**src/rtl/inst_queue.sv**
```systemverilog
// Instruction buffer between fetch and decode: in-order FIFO of
// {pc, inst, fetch-exception} entries with flush on redirect.
module inst_queue #(
  parameter int DEPTH = 8,
  parameter int AW    = 3
) (
  input  logic          clk,
  input  logic          rst,
  input  logic          flush,
  input  logic          in_valid,
  output logic          in_ready,
  input  logic [31:0]   in_pc,
  input  logic [31:0]   in_inst,
  input  logic          in_exc,
  output logic          out_valid,
  input  logic          out_ready,
  output logic [31:0]   out_pc,
  output logic [31:0]   out_inst,
  output logic          out_exc,
  output logic [AW:0]   count
);

  typedef struct packed {
    logic [31:0] pc;
    logic [31:0] inst;
    logic        exc;
  } entry_t;

  localparam logic [AW:0] FULL = DEPTH[AW:0];
  localparam logic [AW:0] ONE  = {{AW{1'b0}}, 1'b1};
  localparam logic [AW-1:0] PONE = {{(AW-1){1'b0}}, 1'b1};

  entry_t          mem_q [DEPTH];
  entry_t          mem_d [DEPTH];
  logic [AW-1:0]   head_q, head_d;
  logic [AW-1:0]   tail_q, tail_d;
  logic [AW:0]     count_q, count_d;
  logic            push;
  logic            pop;
  entry_t          head_e;

  assign in_ready  = (count_q != FULL);
  assign out_valid = (count_q != '0);
  assign push      = in_valid & in_ready;
  assign pop       = out_valid & out_ready;
  assign count     = count_q;

  assign head_e    = mem_q[head_q];
  assign out_pc    = out_valid ? head_e.pc   : 32'h0;
  assign out_inst  = out_valid ? head_e.inst : 32'h0;
  assign out_exc   = out_valid ? head_e.exc  : 1'b0;

  always_comb begin
    mem_d   = mem_q;
    head_d  = head_q;
    tail_d  = tail_q;
    count_d = count_q;
    if (flush) begin
      head_d  = '0;
      tail_d  = '0;
      count_d = '0;
    end else begin
      if (push) begin
        mem_d[tail_q] = '{pc: in_pc, inst: in_inst, exc: in_exc};
        tail_d        = tail_q + PONE;
      end
      if (pop)
        head_d = head_q + PONE;
      unique case ({push, pop})
        2'b10:   count_d = count_q + ONE;
        2'b01:   count_d = count_q - ONE;
        default: count_d = count_q;
      endcase
    end
  end

  always_ff @(posedge clk) begin
    if (rst) begin
      head_q  <= '0;
      tail_q  <= '0;
      count_q <= '0;
    end else begin
      head_q  <= head_d;
      tail_q  <= tail_d;
      count_q <= count_d;
    end
  end

  // Storage needs no reset: pointers and count define what is live.
  always_ff @(posedge clk) begin
    mem_q <= mem_d;
  end

endmodule
```
**config.mk**
```make
export PLATFORM = sky130hd
export DESIGN_NAME = inst_queue
export DESIGN_NICKNAME = d
export VERILOG_FILES = /design/src/rtl/inst_queue.sv
export SDC_FILE = /design/constraint.sdc
export NUM_CORES = 1
export LEC_CHECK = 0
export ABC_AREA = 1
export BUFFER_PORTS_ARGS = -buffer_cell sky130_fd_sc_hd__clkbuf_2
export CAP_MARGIN = 25
export CELL_PAD_IN_SITES_DETAIL_PLACEMENT = 0
export CELL_PAD_IN_SITES_GLOBAL_PLACEMENT = 2
export CORE_MARGIN = 5
export CORE_UTILIZATION = 38
export CTS_CLUSTER_DIAMETER = 30
export CTS_CLUSTER_SIZE = 20
export DETAILED_ROUTE_END_ITERATION = 12
export PLACE_DENSITY = 0.79
export SLEW_MARGIN = 5
export SYNTH_ARGS = -nofsm -noshare
export SYNTH_HDL_FRONTEND = slang
export SYNTH_SLANG_ARGS = --single-unit
```
**constraint.sdc**
```tcl
create_clock -name clk -period 8 [get_ports clk]
set_input_delay 1.6 -clock clk [delete_from_list [all_inputs] [get_ports clk]]
set_output_delay 1.6 -clock clk [all_outputs]
set_load 0.01 [all_outputs]
```
==> qor.yml, run 1 <==
clock_tree:
  cts_sinks: 530
  cts_resized: 0
  clockBufferDepth: 3
  cts_buffers: 115
  cts_htree_levels: 3
  clk_latency_ns: 0.63
  cts_tree: "done"
  cts_root_buf: "clkbuf_16"
  ctsHoldBuffers: 0
  path_clk_slew_ns: 0.05
  post_cts_buffers: 0
logic_synthesis:
  synth_edf_count: 520
  synth_commonest_cells: "520 x edfxtp_1, 464 x nor2_1, 231 x o21ai_0"
  yosysTopAreaCell: "edfxtp_1"
  synth_cells: 1631
  ys_top_cells_by_area: "edfxtp_1 75%, nor2_1 8.3%, o21ai_0 5.5%, o211ai_1 2.3%, o22ai_1 1.9%"
  synth.top_cell.area_share_pct: 74.60
  ys_warn_count: 0
  yosysMostFrequentCell: "edfxtp_1"
  ys_types: 24
  synth_ff_type: "edfxtp_1"
  netlist_area_sq_um: 20930
  syn_avg_cell_area_sq_um: 12.83
  yosysSeqAreaShare_pct: 75.55
  synthesis.nets: 1706
  ys_async_sr_fraction_pct: 0
  ys_ff_latch: 530
global_routing:
  grt_pass1_vias: 13590
  grt_pass1_wl_um: 79320
  grt_max_degree: 106
  grt.total_usage_pct: 17.12
  grt.overflow.total: 0
  grt_antenna_before_repair: 6
die:
  ioPinCount: 141
  die_area_sq_um: 59880
  die_w_um: 244.7
  die_h_um: 244.7
  initial_utilization_pct: 38.14
  core-area_sq_um: 54880
  row_count: 86
timing:
  setup_tns_ns: 0
  post-route-period-util_pct: 68.11
  slew_viol_final: 0
  period_needed_ns: 5.449
  hold-worst-slack_ns: 0.5365
  slew_headroom_pct: 29.09
  fin_ws_ns: 2.551
  worst_slew_pin_slew_ns: 1.064
  setup_viol: 0
  hold_viol_final: 0
  clock_skew_ns: 0.01806
  max_freq_ghz: 0.1835
  rsz0062_at_grt: "false"
critical_path:
  r2r_cells: 14
  startpoint: "head_q[1]"
  r2r_slack_ns: 4.79
  worst_ep_required_time_ns: 6.40
  critical_path_class: "flip-flop to primary output"
  crit_path_end: "out_inst[15]"
  r2r_end: "count[2]"
  r2r_start: "count[2]"
  cp.arrival_ns: 3.85
  crit_fanout: 82
  cp-end-kind: "primary output"
  cp-start-kind: "flip-flop"
cells_and_area:
  antenna-diode-count: 0
  area_growth_pct: 24.15
  nets: 1884
  layout.cells.non_filler: 2606
  ff_latch_area_sq_um: 15830
  multi_input_area_sq_um: 4547
  drive_above_1_share_pct: 18.51
  final_area_sq_um: 25990
  fillers: 4880
placement:
  placed_cells: 2395
  port-buffer-count: 140
  place_area_sq_um: 22300
  gp_congestion: 0.7044
  dpl.hpwl_um: 25600
  dp_slack_ns: 3.171
drt:
  first_iter_violations: 695
  wl_per_cell_um: 20.01
  routed_via_density: 5.115
  ant_nets: 0
  drc: 0
  drtPass1Iterations: 5
  routed_wl_um: 52130
  vias: 13330
power_and_ir_drop:
  power.density_nw_per_um2: 309.0
  vdd_drop_max_mv: 0.2266
  p_leak_nw: 9.119
worst_hold_path:
  hold_class: "flip-flop to flip-flop"
outcome:
  status: "complete, no violations"
run:
  drv_cap: 0
[flip-flops by register name, indices dropped and copies added, names as in the netlist]
| register | count |
|---|---|
| count | 4 |
| head_q | 3 |
| mem_q | 520 |
| tail_q | 3 |
[power by group]
| group | internal, W | switching, W |
|---|---|---|
| clock network | 0.00298 | 0.00140 |
| registers | 0.00310 | 0.0000206 |
| logic | 0.000164 | 0.000376 |
| total | 0.00623 | 0.00180 |
[placed cells by master (no fill, tap or decap)]
cell / count
o21ai_0: 231
inv_6: 4
clkinv_1: 26
dfxtp_1: 7
nor2_4: 4
o22ai_1: 65
xor2_1: 1
clkinv_4: 2
nand3_1: 7
ha_1: 5
clkinvlp_4: 12
clkinv_2: 25
inv_1: 17
buf_12: 1
and3_1: 1
edfxtp_1: 520
buf_4: 25
bufinv_16: 11
clkbuf_2: 140
o211ai_1: 65
xnor2_1: 2
buf_16: 3
nand3_4: 1
nor2_1: 460
dfxtp_4: 3
o21ai_1: 36
nor3_2: 4
clkbuf_16: 117
clkbuf_1: 15
nand2_1: 83
a21oi_1: 9
[worst max-delay path, cell delays in order, from the launching register on]
cell,delay [ns]
dfxtp_4,0.85
buf_4,0.55
buf_4,0.78
o21ai_0,0.25
o211ai_1,0.26
nand2_1,0.08
nor2_1,0.21
clkbuf_2,0.18
[worst min path at each step]
stage / start / to / slack [ns] / depth (start not counted)
2_1_floorplan: tail_q[1] / tail_q[1] / 0.49 / 2
3_3_place_gp: count[1] / count[1] / 0.53 / 2
3_5_place_dp: count[1] / count[1] / 0.53 / 2
4_1_cts: count[1] / count[1] / 0.54 / 2
5_1_grt: count[1] / count[1] / 0.58 / 2
6_report: count[1] / count[1] / 0.54 / 2
[per-layer routing]
layer / vias up / track usage [%] / share of wire [%] / wire length (um)
met1: 6608 / 21.28 / 42 / 21870
met4: 12 / 5.693 / 1.9 / 987
met5: - / 0 / 0.16 / 86
met2: 306 / 29.33 / 50 / 26300
met3: 81 / 4.453 / 5.5 / 2883
li1: 6322 / - / - / -
[layout make-up]
| cell class | instances | area share [%] |
|---|---|---|
| repair buffers | 169 | 3.813 |
| well taps | 704 | 3.389 |
| flip-flops and latches | 530 | 60.90 |
| multi-input cells | 974 | 17.50 |
| inverters | 19 | 0.2985 |
| clock inverters | 78 | 2.624 |
| clock buffers | 132 | 11.48 |
[stage by stage]
stage,power [W],util [%]
2_1_floorplan,0.003479,-
3_3_place_gp,0.003704,40.49
3_5_place_dp,0.003714,40.63
4_1_cts,0.008122,47.31
5_1_grt,0.008337,47.36
6_report,0.008030,47.36
[logic make-up (layout without fill, tap and decap cells)]
group | count (synthesis) | count (layout) | synth area share, %
fa+ha+maj | 5 | 5 | 0.2989
flops | 530 | 530 | 75.55
simple gates | 560 | 560 | 10.13
compound gates | 406 | 406 | 10.87
buf+inv | 127 | 398 | 3.025
xor+xnor | 3 | 3 | 0.1255
No activity file was read; power rests on OpenSTA's default activity.
==> run 2: changes to the inputs <==
- clock period: 8 -> 5.2 ns (I/O delays scaled with it)
==> run 2 against run 1 <==
  * Cell count decreased by 0.50%
  * Combinational power increased by 55%
  * Sequential power increased by 53%
  * Critical path depth unchanged
  * Count of clock-buffer cells in the layout decreased by 8
  * Hold slack improved by 0.017 ns
  * First-iteration DRC count increased by 20%
  * Sequential share of layout area increased by 0.29 points
  * Critical path type unchanged
  * Largest cell class unchanged
  * Highest routed layer unchanged
==> qor.yml, run 2 (synthesis gave the netlist of run 1 again) <==
cells_and_area:
  final_common_cell: "edfxtp_1"  # unchanged
  layout.cells.non_filler: 2593  # was 2606
  fillers: 4801  # was 4880
  ff_latch_area_sq_um: 15830  # unchanged
  antenna-diode-count: 0  # unchanged
  nets: 1875  # was 1884
  final_area_sq_um: 25870  # was 25990 sq um
  multi_input_area_sq_um: 4547  # unchanged
  top_register: "mem_q"  # unchanged
  area_growth_pct: 23.57  # was 24.15%
  largest_reg_flops: 520  # unchanged
  drive_above_1_share_pct: 18.85  # was 18.51%
  layout_common_cells: "520 x edfxtp_1, 460 x nor2_1, 231 x o21ai_0"  # unchanged
timing:
  slew_headroom_pct: 23.34  # was 29.09%
  setup_tns_ns: 0  # unchanged
  period_needed_ns: 4.218
  setup_viol: 0  # unchanged
  worst_slew_pin_slew_ns: 1.150  # was 1.064 ns
  rsz0062_at_grt: "false"  # unchanged
  slew_viol_final: 0  # unchanged
  max_freq_ghz: 0.2371
  clock_skew_ns: 0.01502  # was 0.01806 ns
  hold_viol_final: 0  # unchanged
  post-route-period-util_pct: 81.12
placement:
  place_area_sq_um: 22280  # was 22300 sq um
  gp_congestion: 0.7211  # was 0.7044
  placed_cells: 2395  # unchanged
  port-buffer-count: 140  # unchanged
  dpl.hpwl_um: 25750  # was 25600 um
critical_path:
  cp-end-kind: "primary output"  # unchanged
  cp.arrival_ns: 3.18  # was 3.85 ns
  crit_path_end: "out_pc[30]"  # was out_inst[15]
  max_stage_delay_ns: 0.84  # was 0.85 ns
  crit_fanout: 68  # was 82
  critical_path_class: "flip-flop to primary output"  # unchanged
  startpoint: "head_q[1]"  # unchanged
  cp-start-kind: "flip-flop"  # unchanged
  r2r_cells: 14  # unchanged
  r2r_slack_ns: 1.98  # was 4.79 ns
  r2r_end: "count[2]"  # unchanged
  worst_ep_required_time_ns: 4.16  # was 6.40 ns
  cp_slowest_cell: "dfxtp_4"  # unchanged
  critical_path.cell_chain: "clkinv_2 -> buf_4 -> o21ai_1 -> o22ai_1 -> nor2_1 -> nor2_1 -> clkbuf_2"  # was buf_4 -> buf_4 -> o21ai_0 -> o211ai_1 -> nand2_1 -> nor2_1 -> clkbuf_2
  cpMostUsedCell: "nor2_1"  # was buf_4
  r2r_start: "count[1]"  # was count[2]
die:
  die_w_um: 244.7  # unchanged
  core-area_sq_um: 54880  # unchanged
  die_h_um: 244.7  # unchanged
  initial_utilization_pct: 38.14  # unchanged
  row_count: 86  # unchanged
  ioPinCount: 141  # unchanged
  die_area_sq_um: 59880  # unchanged
global_routing:
  grt_max_degree: 262  # was 106
  grt_pass1_vias: 13420  # was 13590
  grt_antenna_before_repair: 3  # was 6
  grt.overflow.total: 0  # unchanged
  grt.total_usage_pct: 17.05  # was 17.12%
  grt_pass1_wl_um: 79360  # was 79320 um
clock_tree:
  cts_tree: "done"  # unchanged
  path_clk_slew_ns: 0.04  # was 0.05 ns
  clk_latency_ns: 0.62  # was 0.63 ns
  cts_htree_levels: 3  # unchanged
  cts_buffers: 107  # was 115
  cts_root_buf: "clkbuf_16"  # unchanged
  ctsHoldBuffers: 0  # unchanged
  cts_sinks: 530  # unchanged
  cts_resized: 0  # unchanged
  post_cts_buffers: 0  # unchanged
  clockBufferDepth: 3  # unchanged
power_and_ir_drop:
  vdd_drop_max_mv: 0.2241  # was 0.2266 mV
  clockPowerShare_pct: 54.3  # was 54.5%
  finalPower_w: 0.01229  # was 0.008030 W
  power.density_nw_per_um2: 475.3  # was 309.0 nW/um^2
  p_sw_share_pct: 22.64  # was 22.37%
  seqPwrFrac_pct: 38.9  # was 38.8%
  power_switching_w: 0.002783  # was 0.001796 W
  p_leak_nw: 9.052  # was 9.119 nW
  p_int_w: 0.009511  # was 0.006234 W
  p_comb_share_pct: 6.8  # was 6.7%
drt:
  wl_per_cell_um: 19.91  # was 20.01 um
  routed_wl_um: 51620  # was 52130 um
  routed_via_density: 5.124  # was 5.115
  vias: 13290  # was 13330
  ant_nets: 0  # unchanged
  drc: 0  # unchanged
  first_iter_violations: 834  # was 695
  drtPass1Iterations: 5  # unchanged
outcome:
  status: "complete, no violations"  # unchanged
worst_hold_path:
  hold_class: "flip-flop to flip-flop"  # unchanged
run:
  drv_cap: 0  # unchanged
[run 2: cell count changes in the layout (fill, tap and decap cells not counted), sizes merged]
cell      previous run  this run
clkinvlp            12        13
buf                 29        28
inv                 21        28
clkbuf             272       264
clkinv              53        38
bufinv              11        14
[run 2: final cells by class]
| class | instances | share of cell area [%] |
|---|---|---|
| clock inverters | 74 | 3.110 |
| multi-input cells | 974 | 17.58 |
| inverters | 19 | 0.2999 |
| well taps | 704 | 3.405 |
| clock buffers | 124 | 10.76 |
| repair buffers | 168 | 3.666 |
| flip-flops and latches | 530 | 61.18 |
[run 2: power groups by stage]
stage	combinational, W	sequential (W)	clock, W
3_5_place_dp	0.000857	0.00486	0
5_1_grt	0.000945	0.00478	0.00703
3_3_place_gp	0.000851	0.00486	0
4_1_cts	0.000860	0.00478	0.00679
6_report	0.000835	0.00478	0.00667
2_1_floorplan	0.000495	0.00486	0
[run 2: routing by layer]
metal  track usage, %  share of wire (%)  wire length, um
met1            21.98                 43            22390
met2            28.71                 49            25500
met3            4.083                5.4             2805
met4            5.380                1.7              884
met5                0              0.085               44
[run 2: worst max-delay path: cells and delay by family, from the launching register on]
family	cells	cell delay (ns)
buffers and inverters	3	1.25
DFF	1	0.84
AOI/OAI and AO/OA	2	0.23
and+or+nand+nor	2	0.20
[run 2: stage by stage]
stage / hold WS, ns / setup WS [ns] / util, %
4_1_cts: 0.5452 / 0.8437 / 47.14
3_5_place_dp: 0.5399 / 1.550 / 40.60
6_report: 0.5533 / 0.9815 / 47.14
5_1_grt: 0.6021 / 0.6850 / 47.14
2_1_floorplan: 0.4919 / -1.154 / -
3_3_place_gp: 0.5339 / 1.573 / 40.60
[run 2: how the worst min path moves through the flow]
stage | from | endpoint | slack (ns) | depth (start not counted)
3_5_place_dp | tail_q[1] | tail_q[1] | 0.54 | 2
2_1_floorplan | tail_q[1] | tail_q[1] | 0.49 | 2
3_3_place_gp | tail_q[1] | tail_q[1] | 0.53 | 2
4_1_cts | tail_q[1] | tail_q[1] | 0.55 | 2
5_1_grt | tail_q[1] | tail_q[1] | 0.60 | 2
6_report | tail_q[1] | tail_q[1] | 0.55 | 2
